## src/rtl/io_bus_controller_pkg.sv

```systemverilog
// Shared address map, I/O window and register-select decode for io_bus_controller.
package io_bus_controller_pkg;

    localparam logic [3:0]  IO_WINDOW  = 4'hF;

    localparam logic [31:0] ADDR_HEX   = 32'hF000_0000;
    localparam logic [31:0] ADDR_LEDR  = 32'hF000_0004;
    localparam logic [31:0] ADDR_LEDG  = 32'hF000_0008;
    localparam logic [31:0] ADDR_KEY   = 32'hF000_0010;
    localparam logic [31:0] ADDR_SW    = 32'hF000_0014;
    localparam logic [31:0] ADDR_KCTRL = 32'hF000_0110;

    localparam int unsigned NUM_KEYS = 4;
    localparam int unsigned NUM_SW   = 10;

    typedef enum logic [2:0] {
        SEL_NONE,
        SEL_HEX,
        SEL_LEDR,
        SEL_LEDG,
        SEL_KEY,
        SEL_SW,
        SEL_KCTRL
    } io_sel_e;

    // Map a word-aligned byte address onto the register it selects.
    function automatic io_sel_e decode_sel(input logic [31:0] word_addr);
        case (word_addr)
            ADDR_HEX:   return SEL_HEX;
            ADDR_LEDR:  return SEL_LEDR;
            ADDR_LEDG:  return SEL_LEDG;
            ADDR_KEY:   return SEL_KEY;
            ADDR_SW:    return SEL_SW;
            ADDR_KCTRL: return SEL_KCTRL;
            default:    return SEL_NONE;
        endcase
    endfunction

endpackage

```

## src/rtl/io_bus_controller_key_debouncer.sv

```systemverilog
// Per-key debouncer: accepts a new synchronised level only after it has held
// for DEBOUNCE_CYCLES consecutive cycles; rise pulses for one cycle on 0->1.
module key_debouncer #(
    parameter int DEBOUNCE_CYCLES = 250000,
    parameter int CNT_BITS        = 18
) (
    input  logic clk,
    input  logic reset_n,
    input  logic in_sync,
    output logic stable,
    output logic rise
);

    localparam logic [CNT_BITS-1:0] CNT_LAST = CNT_BITS'(DEBOUNCE_CYCLES - 1);

    logic [CNT_BITS-1:0] cnt;

    // Count consecutive cycles of disagreement; any agreement restarts the count.
    always_ff @(posedge clk or negedge reset_n) begin
        if (!reset_n) begin
            cnt    <= '0;
            stable <= 1'b0;
            rise   <= 1'b0;
        end else begin
            rise <= 1'b0;
            if (in_sync == stable) begin
                cnt <= '0;
            end else if (cnt == CNT_LAST) begin
                stable <= in_sync;
                rise   <= in_sync;
                cnt    <= '0;
            end else begin
                cnt <= cnt + CNT_BITS'(1);
            end
        end
    end

endmodule

```

## src/rtl/io_bus_controller.sv

```systemverilog
// Memory-mapped I/O controller: HEX/LEDR/LEDG output registers, synchronised
// and debounced KEY inputs with sticky press flags, synchronised SW inputs.
module io_bus_controller
    import io_bus_controller_pkg::*;
#(
    parameter int DBITS           = 32,
    parameter int DEBOUNCE_CYCLES = 250000,
    parameter int CNT_BITS        = 18,
    parameter int HEX_BITS        = 24,
    parameter int LEDR_BITS       = 10,
    parameter int LEDG_BITS       = 8
) (
    input  logic                 clk,
    input  logic                 reset_n,
    input  logic [DBITS-1:0]     addr,
    input  logic                 wr_en,
    input  logic [DBITS-1:0]     wr_data,
    input  logic                 rd_en,
    output logic [DBITS-1:0]     rd_data,
    output logic                 io_hit,
    input  logic [3:0]           key_raw,
    input  logic [9:0]           sw_raw,
    output logic [HEX_BITS-1:0]  hex_out,
    output logic [LEDR_BITS-1:0] ledr_out,
    output logic [LEDG_BITS-1:0] ledg_out,
    output logic                 key_event
);

    logic [NUM_KEYS-1:0] key_s1, key_s2;
    logic [NUM_SW-1:0]   sw_s1, sw_s2;
    logic [NUM_KEYS-1:0] key_sync, key_stable, key_rise, sticky;
    logic [DBITS-1:0]    word_addr;
    io_sel_e             sel;
    logic                wr_fire;
    logic [NUM_KEYS-1:0] kctrl_clr;
    logic                unused_bits;

    assign io_hit    = (addr[DBITS-1 -: 4] == IO_WINDOW);
    assign word_addr = {addr[DBITS-1:2], 2'b00};
    assign sel       = decode_sel(32'(word_addr));
    assign wr_fire   = wr_en && io_hit;
    assign kctrl_clr = (wr_fire && sel == SEL_KCTRL) ? wr_data[NUM_KEYS-1:0] : '0;
    // Keys are active-low on the board; pressed=1 from here on.
    assign key_sync  = ~key_s2;

    assign unused_bits = ^{addr[1:0], wr_data[DBITS-1:HEX_BITS]};

    // Two-flop synchronisers; key flops reset to the released (high) level.
    always_ff @(posedge clk or negedge reset_n) begin
        if (!reset_n) begin
            key_s1 <= '1;
            key_s2 <= '1;
            sw_s1  <= '0;
            sw_s2  <= '0;
        end else begin
            key_s1 <= key_raw;
            key_s2 <= key_s1;
            sw_s1  <= sw_raw;
            sw_s2  <= sw_s1;
        end
    end

    for (genvar i = 0; i < NUM_KEYS; i++) begin : g_key
        key_debouncer #(
            .DEBOUNCE_CYCLES(DEBOUNCE_CYCLES),
            .CNT_BITS       (CNT_BITS)
        ) u_debouncer (
            .clk    (clk),
            .reset_n(reset_n),
            .in_sync(key_sync[i]),
            .stable (key_stable[i]),
            .rise   (key_rise[i])
        );
    end

    // Software-writable output registers.
    always_ff @(posedge clk or negedge reset_n) begin
        if (!reset_n) begin
            hex_out  <= '0;
            ledr_out <= '0;
            ledg_out <= '0;
        end else if (wr_fire) begin
            case (sel)
                SEL_HEX:  hex_out  <= wr_data[HEX_BITS-1:0];
                SEL_LEDR: ledr_out <= wr_data[LEDR_BITS-1:0];
                SEL_LEDG: ledg_out <= wr_data[LEDG_BITS-1:0];
                default:  ;
            endcase
        end
    end

    // Sticky press flags (a rise beats a same-cycle clear) and the new-press pulse.
    always_ff @(posedge clk or negedge reset_n) begin
        if (!reset_n) begin
            sticky    <= '0;
            key_event <= 1'b0;
        end else begin
            key_event <= |(key_rise & ~sticky);
            sticky    <= (sticky & ~kctrl_clr) | key_rise;
        end
    end

    // Combinational load data, zero-extended; reflects pre-write register state.
    always_comb begin
        rd_data = '0;
        if (rd_en && io_hit) begin
            case (sel)
                SEL_HEX:   rd_data = DBITS'(hex_out);
                SEL_LEDR:  rd_data = DBITS'(ledr_out);
                SEL_LEDG:  rd_data = DBITS'(ledg_out);
                SEL_KEY:   rd_data = DBITS'(key_stable);
                SEL_SW:    rd_data = DBITS'(sw_s2);
                SEL_KCTRL: rd_data = DBITS'(sticky);
                default:   rd_data = '0;
            endcase
        end
    end

endmodule
```

## config.mk

```make
export PLATFORM = sky130hd
export DESIGN_NAME = io_bus_controller
export DESIGN_NICKNAME = d
export VERILOG_FILES = /design/src/rtl/io_bus_controller_pkg.sv /design/src/rtl/io_bus_controller_key_debouncer.sv /design/src/rtl/io_bus_controller.sv
export SDC_FILE = /design/constraint.sdc
export NUM_CORES = 1
export LEC_CHECK = 0
export CAP_MARGIN = 40
export CORE_ASPECT_RATIO = 2
export CORE_MARGIN = 2
export CORE_UTILIZATION = 45
export DETAILED_ROUTE_END_ITERATION = 6
export HOLD_SLACK_MARGIN = 0.02
export PLACE_DENSITY = 0.75
export SLEW_MARGIN = 0
export SYNTH_ARGS = -nofsm -noshare
export SYNTH_HDL_FRONTEND = slang
export SYNTH_SLANG_ARGS = --single-unit
```

## constraint.sdc

```tcl
create_clock -name clk -period 2.7 [get_ports clk]
set_clock_uncertainty 0.1 [all_clocks]
set_input_delay 0.54 -clock clk [delete_from_list [all_inputs] [get_ports clk]]
set_output_delay 0.54 -clock clk [all_outputs]
set_load 0.01 [all_outputs]
```

==> results.py, run 1 <==
metrics = {
    "outcome": {
        "outcome": "finished with violations",
        "failed_checks": "negative setup slack",
    },
    "synth": {
        "asyncSetResetFlopFracSynth_pct": 100.0,
        "dominantRegCellSynth": "sky130_fd_sc_hd__dfrtp_1",
        "synth.lib_cells_used.distinct": 54,
        "synth.top_cells.by_area": "sky130_fd_sc_hd__dfrtp_1 (52%), sky130_fd_sc_hd__nor2_1 (4.9%), sky130_fd_sc_hd__xor2_1 (4.3%)",
        "ys_seq_elements": 155,
        "synthesis.instances": 637,
        "synth_largest_area_cell": "sky130_fd_sc_hd__dfrtp_1",
        "ys_warn_count": 0,
        "synthDominantCellAreaShare_pct": 51.53,
        "post_synth.cell_area_avg_sq_um": 11.21,
        "synth_area_sq_um": 7138,
        "synth_seq_area_share_pct": 54.48,
        "number_of_synthesized_flops_with_an_enable_pin": 0,
    },
    "die": {
        "core_area_sq_um": 15620,
        "die_x_um": 93.06,
        "start_util_pct": 45.71,
        "number_of_i_o_pins": 158,
        "std_cell_rows": 65,
        "die_height_um": 182.1,
        "design.die.area_sq_um": 16950,
    },
    "timing": {
        "tightest_slew_margin_relative_to_the_limit_pct": 49.61,
        "layout_min_cycle_time_ps": 3051,
        "achievable-frequency_mhz": 327.8,
        "drv_slew": 0,
        "holdWs_ps": 249.6,
        "max_slew.worst_pin.slew_ps": 749.0,
        "rsz_0062_raised_after_global_routing": "yes",
        "period_share_pct": 113.0,
        "timing.final.hold_violations": 0,
        "setup_slack_ps": -351.0,
        "report.final.setup_viol": 24,
    },
    "global_routing": {
        "grt_start_max_net_pins": 61,
        "grt_total_usage_pct": 21.25,
        "grt_antenna_before_repair": 0,
        "grt_pass1_vias": 5669,
        "globalRoute.totalOverflow": 0,
        "grt_pass1_wl_mm": 28.26,
    },
    "clock_network": {
        "clock_insertion_delay_at_the_later_pin_of_the_skew_report_ps": 430,
        "max_h_tree_level": 4,
        "clockBufferDepth": 2,
        "clock_tree.root_cell": "sky130_fd_sc_hd__clkbuf_16",
        "cts_inserted_buffers": 17,
        "tritoncts": "yes",
        "path_clk_slew_ps": 60,
        "cts.sinks": 155,
    },
    "routing": {
        "drt_wl_total_mm": 17.42,
        "final_antenna_net_count": 0,
        "drt-vias-per-instance": 5.261,
        "drtPass1Iterations": 4,
        "detailroute.via_count": 5508,
        "post_drt_wl_per_cell_um": 16.64,
        "initialDrtViolationCount": 247,
        "dr_drc_count": 0,
    },
    "pwr": {
        "power_density_nw_per_um2": 525.2,
        "max-vdd-ir-drop_v": 0.0004234,
        "power_leakage_nw": 4.388,
        "total_design_power_mw": 5.239,
    },
    "critical_path": {
        "critPathArrivalTime_ps": 2410,
        "timing.critical_path.required_ps": 2060,
        "path_delay_family": "simple AND/OR/NAND/NOR gates",
        "crit_chain": "buf_6 -> or4_4 -> or3_4 -> buf_6 -> nor3_4 -> a22oi_2 -> a31oi_4 -> buf_2",
        "cp_slowest_cell": "sky130_fd_sc_hd__or4_4",
        "cpPeakStageDelay_ps": 550,
        "worst_setup_path_start_kind": "primary input",
        "crit_path_kind": "primary input to output port",
        "path_buf_inv": 3,
        "worst_path_most_repeated_cell": "sky130_fd_sc_hd__buf_6",
        "path_max_fanout": 4,
        "timing.critical_path.to_type": "output port",
    },
    "finish": {
        "area_growth_pct": 39.75,
        "multiInputGateArea_sq_um": 3288,
        "fillerInstances": 1189,
        "post_route_cells_drive_above_1_share_pct": 27.30,
        "final_nets": 919,
        "diodes": 0,
        "final-seq-area_sq_um": 3889,
    },
    "worst_hold_path": {
        "min-delay-path-class": "register to register",
    },
    "placed_design": {
        "place_congestion": 0.8628,
        "placement.io_buffers": 139,
        "place_hpwl_mm": 11.97,
        "preCtsSetupSlack_ps": -1125,
    },
    "flow_run": {
        "drv.max_cap_violation_count": 0,
    },
}
[layout by cell type, fill, tap and decap left out, types with 4 or more instances in the layout]
cell type	instances
sky130_fd_sc_hd__nor3_1	15
sky130_fd_sc_hd__o21ai_0	8
sky130_fd_sc_hd__ha_1	4
sky130_fd_sc_hd__nand3b_1	4
sky130_fd_sc_hd__conb_1	8
sky130_fd_sc_hd__a22oi_2	6
sky130_fd_sc_hd__nor2b_1	4
sky130_fd_sc_hd__nand3_1	49
sky130_fd_sc_hd__mux2_4	20
sky130_fd_sc_hd__buf_12	6
sky130_fd_sc_hd__buf_2	14
sky130_fd_sc_hd__and2_4	15
sky130_fd_sc_hd__dfstp_2	8
sky130_fd_sc_hd__dfrtp_1	147
sky130_fd_sc_hd__clkdlybuf4s50_1	84
sky130_fd_sc_hd__nor4_4	5
sky130_fd_sc_hd__nor4_1	11
sky130_fd_sc_hd__buf_4	43
sky130_fd_sc_hd__xor2_1	35
sky130_fd_sc_hd__clkbuf_8	4
sky130_fd_sc_hd__a21o_1	5
sky130_fd_sc_hd__dlygate4sd2_1	5
sky130_fd_sc_hd__nor3b_1	6
sky130_fd_sc_hd__xnor2_1	33
sky130_fd_sc_hd__nand2_1	36
sky130_fd_sc_hd__clkdlybuf4s15_1	7
sky130_fd_sc_hd__clkbuf_16	17
sky130_fd_sc_hd__nor2_1	90
sky130_fd_sc_hd__and3_1	13
sky130_fd_sc_hd__nor4b_1	4
sky130_fd_sc_hd__inv_1	12
sky130_fd_sc_hd__buf_6	31
sky130_fd_sc_hd__mux2_2	27
sky130_fd_sc_hd__nand4_1	8
[layer usage]
metal	track usage, %	routed length, um	part of all wire [%]	vias to the layer above
met5	0	0	0	-
met4	6.529	242	1.4	0
met3	4.913	1096	6.3	19
met2	36.64	8889	51	182
met1	26.34	7194	41	2708
li1	-	-	-	2599
[synthesized netlist by cell type, drive strengths merged, types with 2 or more instances]
| cell type | count |
|---|---|
| a211o | 2 |
| a21o | 5 |
| a21oi | 4 |
| a22oi | 8 |
| a2bb2oi | 2 |
| a31oi | 2 |
| a32o | 3 |
| a32oi | 3 |
| and2 | 15 |
| and3 | 13 |
| and4 | 3 |
| buf | 14 |
| clkbuf | 11 |
| dfrtp | 147 |
| dfstp | 8 |
| ha | 4 |
| inv | 12 |
| mux2 | 47 |
| mux2i | 3 |
| nand2 | 38 |
| nand3 | 49 |
| nand3b | 4 |
| nand4 | 9 |
| nor2 | 93 |
| nor2b | 4 |
| nor3 | 16 |
| nor3b | 6 |
| nor4 | 16 |
| nor4b | 5 |
| o21ai | 8 |
| or3 | 4 |
| or4 | 3 |
| xnor2 | 33 |
| xor2 | 35 |
[stage by stage]
step / std cells / area (sq um) / TNS [ps] / util (%)
2_1_floorplan: 644 / 7213 / -1957 / -
3_3_place_gp: 1006 / 9086 / -35570 / 58.19
3_5_place_dp: 1006 / 9086 / -37560 / 58.19
4_1_cts: 1048 / 9862 / -8526 / 63.16
5_1_grt: 1047 / 9976 / -6964 / 63.89
6_report: 1047 / 9976 / -5576 / 63.89
[kinds of logic (layout without fill, tap and decap cells)]
logic type / Yosys count / in the layout / synth area share, %
other: 1 / 8 / 0.05254
adder cells (fa/ha/maj): 4 / 4 / 0.7012
buffers and inverters: 37 / 239 / 3.103
AO/OA/AOI/OAI: 41 / 41 / 4.137
flip-flops: 155 / 155 / 54.48
XOR/XNOR: 68 / 68 / 8.344
multiplexers: 50 / 50 / 8.887
AND/OR/NAND/NOR: 281 / 281 / 20.30
[area by class of cell]
class	instances	share of cell area (%)
tap	201	2.521
clock inverter	11	1.580
inverter	12	0.4515
multi-input combinational	452	32.96
sequential	155	38.98
timing repair buffer	195	18.69
clock buffer	21	4.816
[registers in the layout (all words and copies together) (netlist names)]
register                  count
g_key.u_debouncer.cnt        72
key_s2                        4
sw_s1                        10
g_key.u_debouncer.stable      4
g_key.u_debouncer.rise        4
ledg_out                      8
key_event                     1
sw_s2                        10
ledr_out                     10
key_s1                        4
sticky                        4
hex_out                      24
[what timing repair did]
action / CTS / global route
setup endpoints to repair: 24 / 24
gates cloned: 1 / 0
endpoints found under the hold margin: 41 / 0
setup buffers: 9 / 1
hold buffers: 1 / 0
resized for setup: 212 / 43
pin swaps: 23 / 20
[worst reg2reg max path: cells and delay by family, from the launching register on]
family	cells	cell delay, ps
fa+ha+maj	1	190
flops	1	380
simple gates	5	1440
[report_power, final]
group	internal (mW)	switching, mW
Combinational	0.145	0.155
Clock	1.57	0.986
Sequential	2.36	0.0212
[path summary, 6_finish.rpt]
| path | startpoint | endpoint | slack, ps | cells past startpoint |
|---|---|---|---|---|
| worst max-delay path | addr[6] | rd_data[0] | -350 | 8 |
| worst min-delay path | sw_s1[7] | sw_s2[7] | 250 | 0 |
| worst max register to register | g_key[3].u_debouncer.cnt[0] | g_key[3].u_debouncer.cnt[14] | 460 | 6 |
| worst min register to register | sw_s1[7] | sw_s2[7] | 250 | 0 |
| max in group asynchronous | reset_n | key_s1[3] | 1300 | 3 |
| min in group asynchronous | reset_n | g_key[2].u_debouncer.cnt[17] | 500 | 2 |
Note: power is estimated with default switching activity, not from simulation.
==> run 2: changes to the inputs <==
- CTS_BUF_LIST: not set -> sky130_fd_sc_hd__clkbuf_8
- PLACE_DENSITY: 0.75 -> 0.72
- clock period: 2.7 -> 3.5 ns (I/O delays scaled with it)
==> run 2 against run 1 <==
Net effect:
- the flow now finishes without violations
- critical path type unchanged
- clock power is 49% lower
- core utilization is 3.5 points lower
- sequential power is 23% lower
- final area is 5.4% lower
==> results.py, run 2 (synthesis gave the netlist of run 1 again) <==
metrics = {
    "pwr": {
        "max-vdd-ir-drop_v": 0.0002708,
        "power_leakage_nw": 4.239,
        "power_density_nw_per_um2": 354.4,
        "total_design_power_mw": 3.345,
    },
    "finish": {
        "registers.top_by_ff_count": "g_key.u_debouncer.cnt",
        "mostFrequentLayoutCells": "sky130_fd_sc_hd__dfrtp_1 (147), sky130_fd_sc_hd__nor2_1 (93), sky130_fd_sc_hd__clkdlybuf4s50_1 (87)",
        "final_nets": 920,
        "largest_register_ffs": 72,
        "area_growth_pct": 32.20,
        "post_route_cells_drive_above_1_share_pct": 23.26,
        "fin_area_sq_um": 9437,
        "final_core_utilization_pct": 60.43,
        "layout.cells.most_common": "sky130_fd_sc_hd__dfrtp_1",
        "final_cell_count_no_fill": 1048,
        "diodes": 0,
        "reg_top3": "g_key.u_debouncer.cnt: 72 flops, hex_out: 24 flops",
    },
    "die": {
        "core_area_sq_um": 15620,
        "die_x_um": 93.06,
        "number_of_i_o_pins": 158,
        "die_height_um": 182.1,
        "std_cell_rows": 65,
        "start_util_pct": 45.71,
        "design.die.area_sq_um": 16950,
    },
    "placed_design": {
        "place_hpwl_mm": 11.93,
        "placed_cells_incl_taps": 1005,
        "place_congestion": 0.7962,
        "preCtsSetupSlack_ps": -705.1,
        "placed_cell_area_sq_um": 9002,
        "placement.io_buffers": 139,
    },
    "timing": {
        "max_slew.worst_pin.slew_ps": 703.0,
        "holdWs_ps": 118.4,
        "report.final.setup_viol": 0,
        "tightest_slew_margin_relative_to_the_limit_pct": 52.70,
        "timing.final.hold_violations": 0,
        "period_share_pct": 98.25,
        "timing.setup.tns_ps": 0,
        "layout_min_cycle_time_ps": 3439,
        "setup_slack_ps": 61.16,
        "drv_slew": 0,
        "achievable-frequency_mhz": 290.8,
    },
    "critical_path": {
        "timing.critical_path.to_type": "output port",
        "reg2reg_slack_ps": 1330,
        "worst_r2r_endpoint": "g_key[3].u_debouncer.cnt[2]",
        "worst_reg2reg_path_startpoint": "g_key[3].u_debouncer.cnt[0]",
        "worst-r2r-cell-count": 6,
        "critPathArrivalTime_ps": 2640,
        "crit_path_kind": "primary input to output port",
        "worst_setup_path_start_kind": "primary input",
        "path_max_fanout": 4,
        "timing.critical_path.required_ps": 2700,
    },
    "clock_network": {
        "cts_inserted_buffers": 17,
        "path_clk_slew_ps": 90,
        "max_h_tree_level": 4,
        "tritoncts": "yes",
        "clockBufferDepth": 2,
        "clock_tree.root_cell": "sky130_fd_sc_hd__clkbuf_8",
        "cts_hold_buf": 0,
        "clock_insertion_delay_at_the_later_pin_of_the_skew_report_ps": 450,
        "cts.sinks": 155,
    },
    "outcome": {
        "outcome": "finished clean",
    },
    "global_routing": {
        "grt_start_max_net_pins": 75,
        "globalRoute.totalOverflow": 0,
        "grt_pass1_vias": 5511,
        "grt_antenna_before_repair": 1,
        "grt_total_usage_pct": 20.35,
        "grt_pass1_wl_mm": 27.13,
    },
    "routing": {
        "drtPass1Iterations": 4,
        "initialDrtViolationCount": 212,
        "dr_drc_count": 0,
        "detailroute.via_count": 5418,
        "final_antenna_net_count": 0,
        "post_drt_wl_per_cell_um": 16.13,
        "drt_wl_total_mm": 16.90,
        "drt-vias-per-instance": 5.170,
    },
    "worst_hold_path": {
        "min-delay-path-class": "primary input to asynchronous set/reset pin",
    },
    "flow_run": {
        "drv.max_cap_violation_count": 0,
    },
}
[run 2: changes by cell type in the layout (fill, tap and decap cells not counted), sizes merged, moves of 3 or more]
cell           change
buf               -14
clkdlybuf4s50      +3
clkinvlp           +3
dlygate4sd2        +6
dlymetal6s2s       +4
inv                +5
[run 2: area by class of cell]
cell class                      instances  area, sq um
Tap cell                              201        251.5
Fill cell                            1348         6178
Clock inverter                         15        137.6
Multi-Input combinational cell        452         3163
Sequential cell                       155         3889
Clock buffer                           17        234.0
Timing Repair Buffer                  196         1717
Inverter                               12        45.04
[run 2: per-layer routing]
| layer | global-route usage [%] | share of wire, % | vias up |
|---|---|---|---|
| met1 | 26.41 | 43 | 2628 |
| met3 | 5.491 | 6.7 | 19 |
| met2 | 33.13 | 49 | 182 |
| met4 | 6.588 | 1.5 | 2 |
| met5 | 0 | 0.065 | - |
| li1 | - | - | 2587 |
[run 2: worst max-delay path: stages]
cell	delay (ps)
sky130_fd_sc_hd__clkdlybuf4s15_1	210
sky130_fd_sc_hd__or4_4	450
sky130_fd_sc_hd__or3_4	370
sky130_fd_sc_hd__buf_6	130
sky130_fd_sc_hd__nor3_4	230
sky130_fd_sc_hd__a22oi_2	180
sky130_fd_sc_hd__a31oi_4	220
sky130_fd_sc_hd__buf_2	150
[run 2: what timing repair did]
item,4_1_cts,5_1_grt
setup endpoints to repair,24,30
cloned,1,0
pin swaps,16,15
buffers inserted,10,1
resized for setup,137,29
[run 2: worst max-delay path by stage]
stage | cells after the start | startpoint | slack [ps] | endpoint
after floorplan | 6 | addr[12] | 300 | rd_data[0]
after global placement | 8 | addr[16] | -670 | rd_data[2]
after detailed placement | 8 | addr[16] | -710 | rd_data[3]
after CTS | 8 | addr[31] | 1 | rd_data[3]
after global routing | 7 | addr[26] | -0.6 | rd_data[0]
final | 8 | addr[5] | 60 | rd_data[0]
[run 2: power breakdown]
group | switching, mW | leakage (nW) | total [mW] | internal (mW)
logic | 0.113 | 1.97 | 0.220 | 0.107
clock network | 0.714 | 0.183 | 1.29 | 0.574
registers | 0.0162 | 2.08 | 1.84 | 1.82
total | 0.844 | 4.24 | 3.34 | 2.50
